## src/rtl/fetch_frame_ctrl.sv

```systemverilog
// fetch_frame_ctrl: per-frame sequencer for the fetch/remap datapath (reset, LUT kick, gate, monitor).
// Define FETCH_CYCLE_STAT_EN to add the frame_cycles output (clocks spent in ARM+RUN of the last frame).
module fetch_frame_ctrl #(
    parameter int IMG_WIDTH  = 640,
    parameter int IMG_HEIGHT = 480,
    parameter int RST_CYCLES = 4,
    parameter int TIMEOUT    = 1048576
) (
    input  logic        clk,
    input  logic        rst,
    input  logic        Fsync,
    input  logic        enable,
    input  logic        err_clr,
    input  logic        out_valid,
    input  logic        out_ready,
    input  logic        out_last,
    output logic        fetch_rst,
    output logic        lut_start,
    output logic        vid_gate,
    output logic        busy,
    output logic        frame_done,
    output logic        err_len,
    output logic        err_ovr,
    output logic        err_tmo,
    output logic [15:0] frame_cnt,
`ifdef FETCH_CYCLE_STAT_EN
    output logic [31:0] frame_cycles,
`endif
    output logic [19:0] pix_cnt
);
    localparam int RW = (RST_CYCLES > 1) ? $clog2(RST_CYCLES) : 1;
    localparam int WW = $clog2(TIMEOUT + 1);
    localparam logic [19:0] FRAME_PIX  = 20'(IMG_WIDTH * IMG_HEIGHT);
    localparam logic [19:0] FRAME_OVER = FRAME_PIX + 20'd1;

    typedef enum logic [2:0] {IDLE, RESET, ARM, RUN, DONE} state_t;

    state_t state, next;
    logic [RW-1:0] rst_cnt;
    logic [WW-1:0] wdog, wdog_next;
    logic [19:0] pix_next;
    logic beat, len_evt, tmo_evt, ovr_evt;

    assign beat      = out_valid && out_ready;
    assign pix_next  = (pix_cnt == '1) ? pix_cnt : pix_cnt + 20'd1;
    assign wdog_next = wdog + WW'(1);

    always_ff @(posedge clk or posedge rst)
        if (rst) state <= IDLE;
        else     state <= next;

    always_comb begin
        next    = state;
        len_evt = 1'b0;
        tmo_evt = 1'b0;
        case (state)
            IDLE:    next = (Fsync && enable) ? RESET : IDLE;
            RESET:   next = (rst_cnt == '0) ? ARM : RESET;
            ARM:     next = RUN;
            RUN: begin
                if (beat && out_last) begin
                    next    = DONE;
                    len_evt = pix_next != FRAME_PIX;
                end else if (beat && pix_next == FRAME_OVER) begin
                    next    = DONE;
                    len_evt = 1'b1;
                end else if (!beat && wdog_next == WW'(TIMEOUT)) begin
                    next    = IDLE;
                    tmo_evt = 1'b1;
                end
            end
            DONE:    next = IDLE;
            default: next = IDLE;
        endcase
        // A sync landing on the DONE->IDLE cycle is deliberately not an overrun.
        ovr_evt    = Fsync && (state == RESET || state == ARM || state == RUN);
        fetch_rst  = state == IDLE || state == RESET;
        lut_start  = state == ARM;
        vid_gate   = state == RUN;
        busy       = state != IDLE;
        frame_done = state == DONE;
    end

    always_ff @(posedge clk or posedge rst)
        if (rst) begin
            rst_cnt   <= '0;
            wdog      <= '0;
            pix_cnt   <= '0;
            frame_cnt <= '0;
            err_len   <= 1'b0;
            err_ovr   <= 1'b0;
            err_tmo   <= 1'b0;
        end else begin
            if (state == IDLE && next == RESET) begin
                rst_cnt <= RW'(RST_CYCLES - 1);
                pix_cnt <= '0;
            end else if (state == RESET) begin
                rst_cnt <= rst_cnt - RW'(1);
            end else if (state == RUN && beat) begin
                pix_cnt <= pix_next;
            end
            wdog <= (state == RUN && !beat) ? wdog_next : '0;
            if (state == DONE) frame_cnt <= frame_cnt + 16'd1;
            // Set beats clear when both land together.
            err_len <= (err_len && !err_clr) || len_evt;
            err_ovr <= (err_ovr && !err_clr) || ovr_evt;
            err_tmo <= (err_tmo && !err_clr) || tmo_evt;
        end

`ifdef FETCH_CYCLE_STAT_EN
    logic [31:0] cyc;

    always_ff @(posedge clk or posedge rst)
        if (rst) begin
            cyc          <= '0;
            frame_cycles <= '0;
        end else begin
            cyc <= (state == ARM || state == RUN) ? cyc + 32'd1 : '0;
            if (state == RUN && next == DONE) frame_cycles <= cyc + 32'd1;
        end
`endif
endmodule

```

## config.mk

```make
export PLATFORM = sky130hd
export DESIGN_NAME = fetch_frame_ctrl
export DESIGN_NICKNAME = d
export VERILOG_FILES = /design/src/rtl/fetch_frame_ctrl.sv
export SDC_FILE = /design/constraint.sdc
export NUM_CORES = 1
export LEC_CHECK = 0
export CAP_MARGIN = 25
export CORE_MARGIN = 1
export CORE_UTILIZATION = 55
export CTS_CLUSTER_DIAMETER = 40
export DETAILED_ROUTE_END_ITERATION = 6
export GPL_TIMING_DRIVEN = 0
export PLACE_DENSITY = 0.87
export SLEW_MARGIN = 20
export SYNTH_ARGS = -nofsm -noshare
export SYNTH_HDL_FRONTEND = slang
export SYNTH_SLANG_ARGS = --single-unit
```

## constraint.sdc

```tcl
create_clock -name clk -period 3.34 [get_ports clk]
set_input_delay 0.835 -clock clk [delete_from_list [all_inputs] [get_ports clk]]
set_output_delay 0.835 -clock clk [all_outputs]
set_load 0.1 [all_outputs]
```

# ---- Word level (Yosys, flattened, before mapping)
# Cells that the tools add are included.
dict set report totals {
  regBits 65
  latchBits 0
  mem_bits_rw 0
  mem_bits_ro 0
  inputBits 8
  output_inout_bits 44
  word_cells 68
  memories 0
}
dict set report classes {
  n_addsub 4
  mul 0
  div_mod_pow 0
  magnitude_cmp 0
  eq_ne 10
  shifts 0
  muxes 20
  bitwise_logic 0
  n_reduce_logical 26
}
# cell n
set op_table {}
lappend op_table {{$mux 20} 4}
lappend op_table {{$add 21x1->21 const B} 1}
lappend op_table {{$eq 21x21->1 const B} 1}
lappend op_table {{$mux 21} 1}
lappend op_table {{$add 20x1->20 const B} 1}
lappend op_table {{$eq 20x19->1 const B} 1}
lappend op_table {{$eq 20x20->1 const B} 1}
lappend op_table {{$ne 20x19->1 const B} 1}
lappend op_table {{$add 16x1->16 const B} 1}
lappend op_table {{$logic_and 1x1->1} 12}
lappend op_table {{$pmux 3 s4} 1}
lappend op_table {{$mux 3} 3}
lappend op_table {{$mux 1} 8}
lappend op_table {{$eq 3x1->1 const B} 2}
lappend op_table {{$eq 3x2->1 const B} 2}
lappend op_table {{$logic_or 1x1->1} 6}
lappend op_table {{$mux 2} 3}
lappend op_table {{$reduce_bool 2->1} 2}
lappend op_table {{$eq 3x3->1 const B} 1}
lappend op_table {{$logic_not 3->1} 1}
lappend op_table {{$reduce_bool 3->1} 1}
lappend op_table {{$logic_not 1->1} 2}
lappend op_table {{$logic_not 2->1} 1}
lappend op_table {{$ne 2x1->1 const B} 1}
lappend op_table {{other kinds (2)} 2}

# ---- Depth between registers and ports, before layout
# Gate-level depths: netlist (run 1).
dict set report depth {
  depth_word 11
  mapped_depth 10
}

# ---- Worst setup path before layout (run 1)
# OpenSTA, ideal clock, no wires.
dict set report synth_path {
  kind {register to register}
  startpoint {register pix_cnt[15]}
  endpoint {register err_len}
  arrival_time_ps 3315
  required_time_ps 3260
  setup_slack_ps -55
  path_stages_with_launch 10
  n_path_buf 1
  cell_sequence {dfrtp_1 buf_4 nand4_2 or2_4 or4_4 a211o_1 a2111oi_4 nand3_2 mux2_4 o22ai_2}
}
dict set report synth_between {
  elab_chain_cells 8
}
# item line_no
set synth_rtl {}
lappend synth_rtl {{from (decl)} 29} ;# output logic [19:0] pix_cnt
lappend synth_rtl {{from (signal assigned)} 100} ;# pix_cnt <= pix_next;
lappend synth_rtl {{$add 20x1->20 / $eq 20x20->1 (equally long branches)} 45} ;# assign pix_next = (pix_cnt == '1) ? pix_cnt : pix_cnt + 20'd1;
lappend synth_rtl {{$mux 20 *} 45}
lappend synth_rtl {{$eq 20x19->1} 64} ;# end else if (beat && pix_next == FRAME_OVER) begin
lappend synth_rtl {{$logic_and 1x1->1} 64}
lappend synth_rtl {{$mux 1} 64}
lappend synth_rtl {{$mux 1 *} 61} ;# if (beat && out_last) begin
lappend synth_rtl {{$mux 1 *} 56} ;# case (state)
lappend synth_rtl {{$logic_or 1x1->1 *} 105} ;# err_len <= (err_len && !err_clr) || len_evt;
lappend synth_rtl {{to (signal assigned)} 105}
lappend synth_rtl {{to (decl)} 22} ;# output logic err_len,
# Every way passes the cells marked *; elsewhere a longest branch is shown, timed or not.
# A chain may end at the register's enable or synchronous reset.

# ---- Worst setup path in the final report (run 1)
dict set report layout_path {
  startpoint {register state[0]}
  endpoint {output frame_done}
}
dict set report layout_between {
  elab_chain_cells 1
}
# item line_no
set layout_rtl {}
lappend layout_rtl {{from (decl)} 38} ;# state_t state, next;
lappend layout_rtl {{from (signal assigned)} 50} ;# else state <= next;
lappend layout_rtl {{$eq 3x3->1} 81} ;# frame_done = state == DONE;
lappend layout_rtl {{to (decl)} 21} ;# output logic frame_done,
# Every way passes these cells.

==> reports/metrics.yaml, run 1 <==
outcome: "finished, violations left"
grt_setup_unrepaired: "false"
grt_max_degree: 58
synth_nets: 436
first_pass_iters: 7
synth-main-ff-cell: "dfrtp_1"
rows: 29
n_fill_cell: 484
drtIter0Drc: 267
ios: 52
path_class: "reg2out"
grt_pass1_vias: 3314
ant_nets: 0
synth_warnings: 0
path_delay_family: "buffers and inverters"
min_period_ns: 3.071
post-cts-setup-buffers: 0
crit_start: "state[0]"
arrival_ns: 2.24
synth-seq-cells: 65
hp-class: "reg2reg"
crit_path_end_kind: "primary output"
area_delta_synth_final_pct: 23.05
critPathMaxFanout: 7
die_w_um: 84.70
grt_use_total_pct: 26.52
clkTransAtPathRegs_ns: 0.07
postRouteWirelength_mm: 9.112
synth.top_cell.area_share_pct: 43.25
drive_gt1_share_pct: 7.739
p_per_area_nw_per_um2: 560.8
drc: 3
ys_seq_area_share_pct: 43.25
root_buffer: "clkbuf_8"
final.setup_skew_ns: 0.01071
async_flop_share_pct: 100.0
clk_path_buf_depth: 2
timing.final.ws_setup_ns: 0.2693
cts_made_buffers: 9
cts_tree: "built"
yosysUniqueCellTypes: 46
r2r-start: "pix_cnt[1]"
preCtsSetupSlack_ns: 0.3364
syn-instance-count: 423
failed_checks: "design-rule violations"
cp.depth: 4
drv_cap: 0
cpMaxStageDelayCell: "dlygate4sd2_1"
die-area_um2: 7173
slowest_delay_ns: 0.90
place_congestion: 0.9651
setup_viol: 0
n_antenna_cell: 0
syn-cell-area_um2: 3761
vias_per_cell: 6.164
tns_ns: 0
initial_utilization_pct: 58.23
overflow: 0
synth_area_leaders: "dfrtp_1 43%, xnor2_1 7.9%, nor2_1 5.6%, nand3_1 4.1%, xor2_1 4.0%"
power_mw: 2.595
final_core_util_pct: 71.66
num_vias: 3501
yosysTopAreaCell: "dfrtp_1"
worstMarginPinSlew_ns: 0.9949
period_share_pct: 91.94
wl_per_cell_um: 16.04
nets: 499
port_buffers: 51
h-tree-depth: 3
reg2reg_slack_ns: 0.36
dp_hpwl_mm: 6.452
slew_violations: 0
avgSynthCellArea_um2: 8.892
slew_headroom_pct: 33.47
path_cells: "nor2_1 -> and2_1 -> clkbuf_1 -> dlygate4sd2_1"
antenna_found_initial: 0
r2r_end: "err_len"
rr_worst_depth: 8
clk_latency_ns: 0.34
grt_pass1_wl_mm: 15.19
hold_viol: 0
crit_end: "frame_done"
peakVddDrop_mv: 0.2866
clock-sinks: 65
worstSetupStartpointType: "flip-flop"
leakage_nw: 1.897
synth-edff-count: 0
die_h_um: 84.70
coreArea_um2: 6459
fmax_ghz: 0.3257
cp.required_ns: 2.50
worst-path-buf-inv: 2
cells in the mapped netlist (5+ instances only):
cell type  number
or2_2           5
o21ai_0        15
a311oi_1        6
dfrtp_1        65
and2_1          5
nor3_1         16
nand4_1        21
a21oi_1        14
clkbuf_1       18
nor4_1          7
xor2_1         17
ha_1            5
nor2_1         56
a31oi_1         5
and3_1         13
inv_1          13
nand3_1        31
nand2_1        31
xnor2_1        34
cell families (layout without fill, tap and decap cells):
logic type / count (synthesis) / in the layout / share of synthesized area, %
flip-flops: 65 / 65 / 43.25
adder cells (fa/ha/maj): 5 / 5 / 1.663
XOR/XNOR: 51 / 51 / 11.88
AO/OA/AOI/OAI: 64 / 64 / 11.78
AND/OR/NAND/NOR: 202 / 202 / 27.05
buffers and inverters: 33 / 101 / 3.426
multiplexers: 3 / 3 / 0.9646
state kept, by name, summed over array words and instances, names as in the netlist:
register   count
frame_cnt     16
err_tmo        1
wdog          21
err_len        1
pix_cnt       20
state          3
err_ovr        1
rst_cnt        2
worst reg2reg max path, cell delays in order, from the launching register on:
cell	delay, ns
dfrtp_2	0.45
ha_1	0.29
nand3_1	0.27
or4_4	0.65
a211o_1	0.31
a2111oi_4	0.41
nand3_2	0.12
mux2_4	0.33
o22ai_2	0.08
metal layers:
metal | up-vias | global-route usage (%) | part of all wire, %
li1 | 1631 | - | -
met1 | 1689 | 33.80 | 42
met2 | 152 | 44.64 | 50
met3 | 29 | 3.540 | 6.1
met4 | 0 | 12.94 | 2.4
met5 | - | 0 | 0
per-stage QoR:
stage | cell area, um^2 | hold WS (ns) | instances
floorplan | 3765 | 0.4588 | 423
global placement | 4372 | 0.4623 | 551
detailed placement | 4402 | 0.4697 | 552
CTS | 4621 | 0.4788 | 568
global route | 4628 | 0.5161 | 568
finish | 4628 | 0.4810 | 568
worst min-delay path by stage:
stage | startpoint | to | slack, ns | cells after the start
floorplan | rst_cnt[1] | rst_cnt[1] | 0.46 | 1
global placement | frame_cnt[15] | frame_cnt[15] | 0.46 | 1
detailed placement | frame_cnt[15] | frame_cnt[15] | 0.47 | 1
CTS | frame_cnt[15] | frame_cnt[15] | 0.48 | 1
global route | frame_cnt[11] | frame_cnt[11] | 0.52 | 1
finish | frame_cnt[15] | frame_cnt[15] | 0.48 | 1
where the power goes:
part / internal (mW) / switching [mW] / total (mW)
clock: 0.423 / 0.318 / 0.741
sequential: 0.854 / 0.0710 / 0.925
combinational: 0.232 / 0.697 / 0.930
total: 1.51 / 1.09 / 2.60
timing repair:
action / 4_1_cts / 5_1_grt
setup endpoints to repair: 1 / 3
hold buffers: 0 / 0
gates resized for setup: 1 / 3
cell type report:
class	instances	area, um^2	share of cell area, %
Buffer	20	80.08	1.730
Clock buffer	10	127.6	2.757
Clock inverter	6	92.59	2.001
Inverter	13	51.30	1.108
Multi-Input combinational cell	325	2008	43.39
Sequential cell	65	1630	35.23
Tap cell	77	96.34	2.082
Timing Repair Buffer	52	541.8	11.71
placed cells by master, fill, tap and decap left out, types with 5 or more instances in the layout:
| cell | instances |
|---|---|
| dfrtp_1 | 62 |
| nor4_1 | 7 |
| ha_1 | 5 |
| inv_1 | 12 |
| clkbuf_8 | 9 |
| xnor2_1 | 34 |
| o21ai_0 | 15 |
| nand3_1 | 31 |
| xor2_1 | 17 |
| nand4_1 | 21 |
| a21oi_1 | 14 |
| nand2_1 | 31 |
| clkbuf_1 | 19 |
| a311oi_1 | 6 |
| and3_1 | 13 |
| a31oi_1 | 5 |
| or2_2 | 5 |
| nor2_1 | 55 |
| and2_1 | 5 |
| clkdlybuf4s50_1 | 48 |
| nor3_1 | 16 |
No activity file was read; power rests on OpenSTA's default activity.
==> run 2, diff against run 1 <==
--- a/config.mk
+++ b/config.mk
@@ -6,6 +6,7 @@
 export NUM_CORES = 1
 export LEC_CHECK = 0
 export CAP_MARGIN = 25
+export CORE_ASPECT_RATIO = 1.25
 export CORE_MARGIN = 1
 export CORE_UTILIZATION = 55
 export CTS_CLUSTER_DIAMETER = 40
==> reports/metrics.yaml, run 2 (same netlist as run 1, synthesis figures left out) <==
cts_tree: "built"  # unchanged
final.setup_skew_ns: 0.004034  # was 0.01071 ns
outcome: "finished, final reports clean"  # was finished, violations left
ant_nets: 0  # unchanged
top_register: "wdog"  # unchanged
holdWs_ns: 0.4886  # was 0.4810 ns
clock-sinks: 65  # unchanged
drv_cap: 0  # unchanged
drc: 0  # was 3
reg2reg_slack_ns: 0.34  # was 0.36 ns
final_common_cell: "dfrtp_1"  # unchanged
holdPathStages: 1  # unchanged
die-area_um2: 7175  # was 7173 um^2
path_cells: "nor2_1 -> and2_1 -> clkbuf_1 -> dlygate4sd2_1"  # unchanged
worstMarginPinSlew_ns: 0.9925  # was 0.9949 ns
path_class: "reg2out"  # unchanged
clk_path_buf_depth: 2  # unchanged
initial_utilization_pct: 57.29  # was 58.23%
grt_pass1_wl_mm: 15.14  # was 15.19 mm
overflow: 0  # unchanged
place_congestion: 0.9507  # was 0.9651
die_h_um: 94.46  # was 84.70 um
cts_hold_repair.buffers: 0  # unchanged
clkTransAtPathRegs_ns: 0.07  # about the same
first_pass_iters: 5  # was 7
rr_worst_depth: 9  # was 8
clk_latency_ns: 0.34  # about the same
worst_hold_startpoint: "frame_cnt[15]"  # unchanged
h-tree-depth: 3  # unchanged
setup_viol: 0  # unchanged
die_w_um: 75.97  # was 84.70 um
power_mw: 2.536  # was 2.595 mW
whs_endpoint: "frame_cnt[15]"  # unchanged
peakVddDrop_mv: 0.4763  # was 0.2866 mV
port_buffers: 51  # unchanged
grt_use_total_pct: 26.88  # was 26.52%
hp-class: "reg2reg"  # unchanged
postRouteWirelength_mm: 9.214  # was 9.112 mm
slew_violations: 0  # unchanged
post-cts-setup-buffers: 0  # unchanged
slowest_delay_ns: 0.90  # about the same
cp.required_ns: 2.50  # about the same
period_share_pct: 91.95  # was 91.94%
drtIter0Drc: 234  # was 267
slew_headroom_pct: 33.63  # was 33.47%
coreArea_um2: 6565  # was 6459 um^2
nets: 499  # unchanged
leakage_nw: 1.887  # was 1.897 nW
r2r-start: "pix_cnt[4]"  # was pix_cnt[1]
hold_viol: 0  # unchanged
worstSetupStartpointType: "flip-flop"  # unchanged
p_per_area_nw_per_um2: 550.4  # was 560.8 nW/um^2
final_cell_mix: "62 x dfrtp_1, 56 x nor2_1, 48 x clkdlybuf4s50_1"  # was 62 x dfrtp_1, 55 x nor2_1, 48 x clkdlybuf4s50_1
antenna_found_initial: 0  # unchanged
rows: 33  # was 29
cts_resized: 1  # unchanged
crit_path_end_kind: "primary output"  # unchanged
reg.largest.list: "wdog x21, pix_cnt x20, frame_cnt x16"  # unchanged
min_period_ns: 3.071  # about the same
num_vias: 3421  # was 3501
r2r_end: "err_len"  # unchanged
cpMaxStageDelayCell: "dlygate4sd2_1"  # unchanged
drive_gt1_share_pct: 7.536  # was 7.739%
ios: 52  # unchanged
grt_setup_unrepaired: "false"  # unchanged
fmax_ghz: 0.3256  # was 0.3257 GHz
arrival_ns: 2.24  # about the same
dp_hpwl_mm: 6.587  # was 6.452 mm
grt_pass1_vias: 3279  # was 3314
grt_max_degree: 41  # was 58
vias_per_cell: 5.919  # was 6.164
root_buffer: "clkbuf_8"  # unchanged
cts_made_buffers: 9  # unchanged
wl_per_cell_um: 15.94  # was 16.04 um
area_delta_synth_final_pct: 22.49  # was 23.05%
largest_register_ffs: 21  # unchanged
n_antenna_cell: 0  # unchanged
critPathMaxFanout: 7  # unchanged
-- run 2: power by group --
part           internal (mW)  leakage [nW]  switching [mW]
combinational          0.232         0.909           0.701
clock                  0.363        0.0953           0.312
sequential             0.854         0.883          0.0729
-- run 2: worst max path at each step --
stage	startpoint	endpoint	slack, ns
global route	pix_cnt[4]	err_len	0.11
floorplan	pix_cnt[16]	err_len	0.04
global placement	rst	pix_cnt[15]	-0.42
finish	state[0]	frame_done	0.27
detailed placement	state[0]	frame_done	0.33
CTS	state[1]	vid_gate	0.05
-- run 2: routing by layer --
metal  GRT usage [%]  wire length (um)  vias up
met5               0                 0        -
met4           13.46               210        0
met3           3.382               426       21
met2           49.32              4824      110
met1           31.15              3752     1661
li1                -                 -     1629
-- run 2: critical path: cells and delay by family (launching register included) --
kind	cells	cell delay (ns)
AND/OR/NAND/NOR	2	0.28
buffers and inverters	2	1.16
flip-flops	1	0.46
-- run 2: area by class of cell --
class	count	area (um^2)
inverters	13	51.30
repair buffers	52	534.3
clock buffers	11	141.4
flip-flops and latches	65	1630
plain buffers	20	80.08
clock inverters	5	55.05
well taps	87	108.9
fillers	525	1958
multi-input cells	325	2006
-- run 2: through the flow --
stage               util [%]  instances  worst slack (ns)  TNS [ns]  instance area, um^2
floorplan                  -        423           0.04467         0                 3765
global placement       66.78        561           -0.4181    -14.51                 4384
detailed placement     67.12        562            0.3337         0                 4407
CTS                    70.10        578           0.04952         0                 4602
global route           70.17        578            0.1109         0                 4607
finish                 70.17        578            0.2689         0                 4607
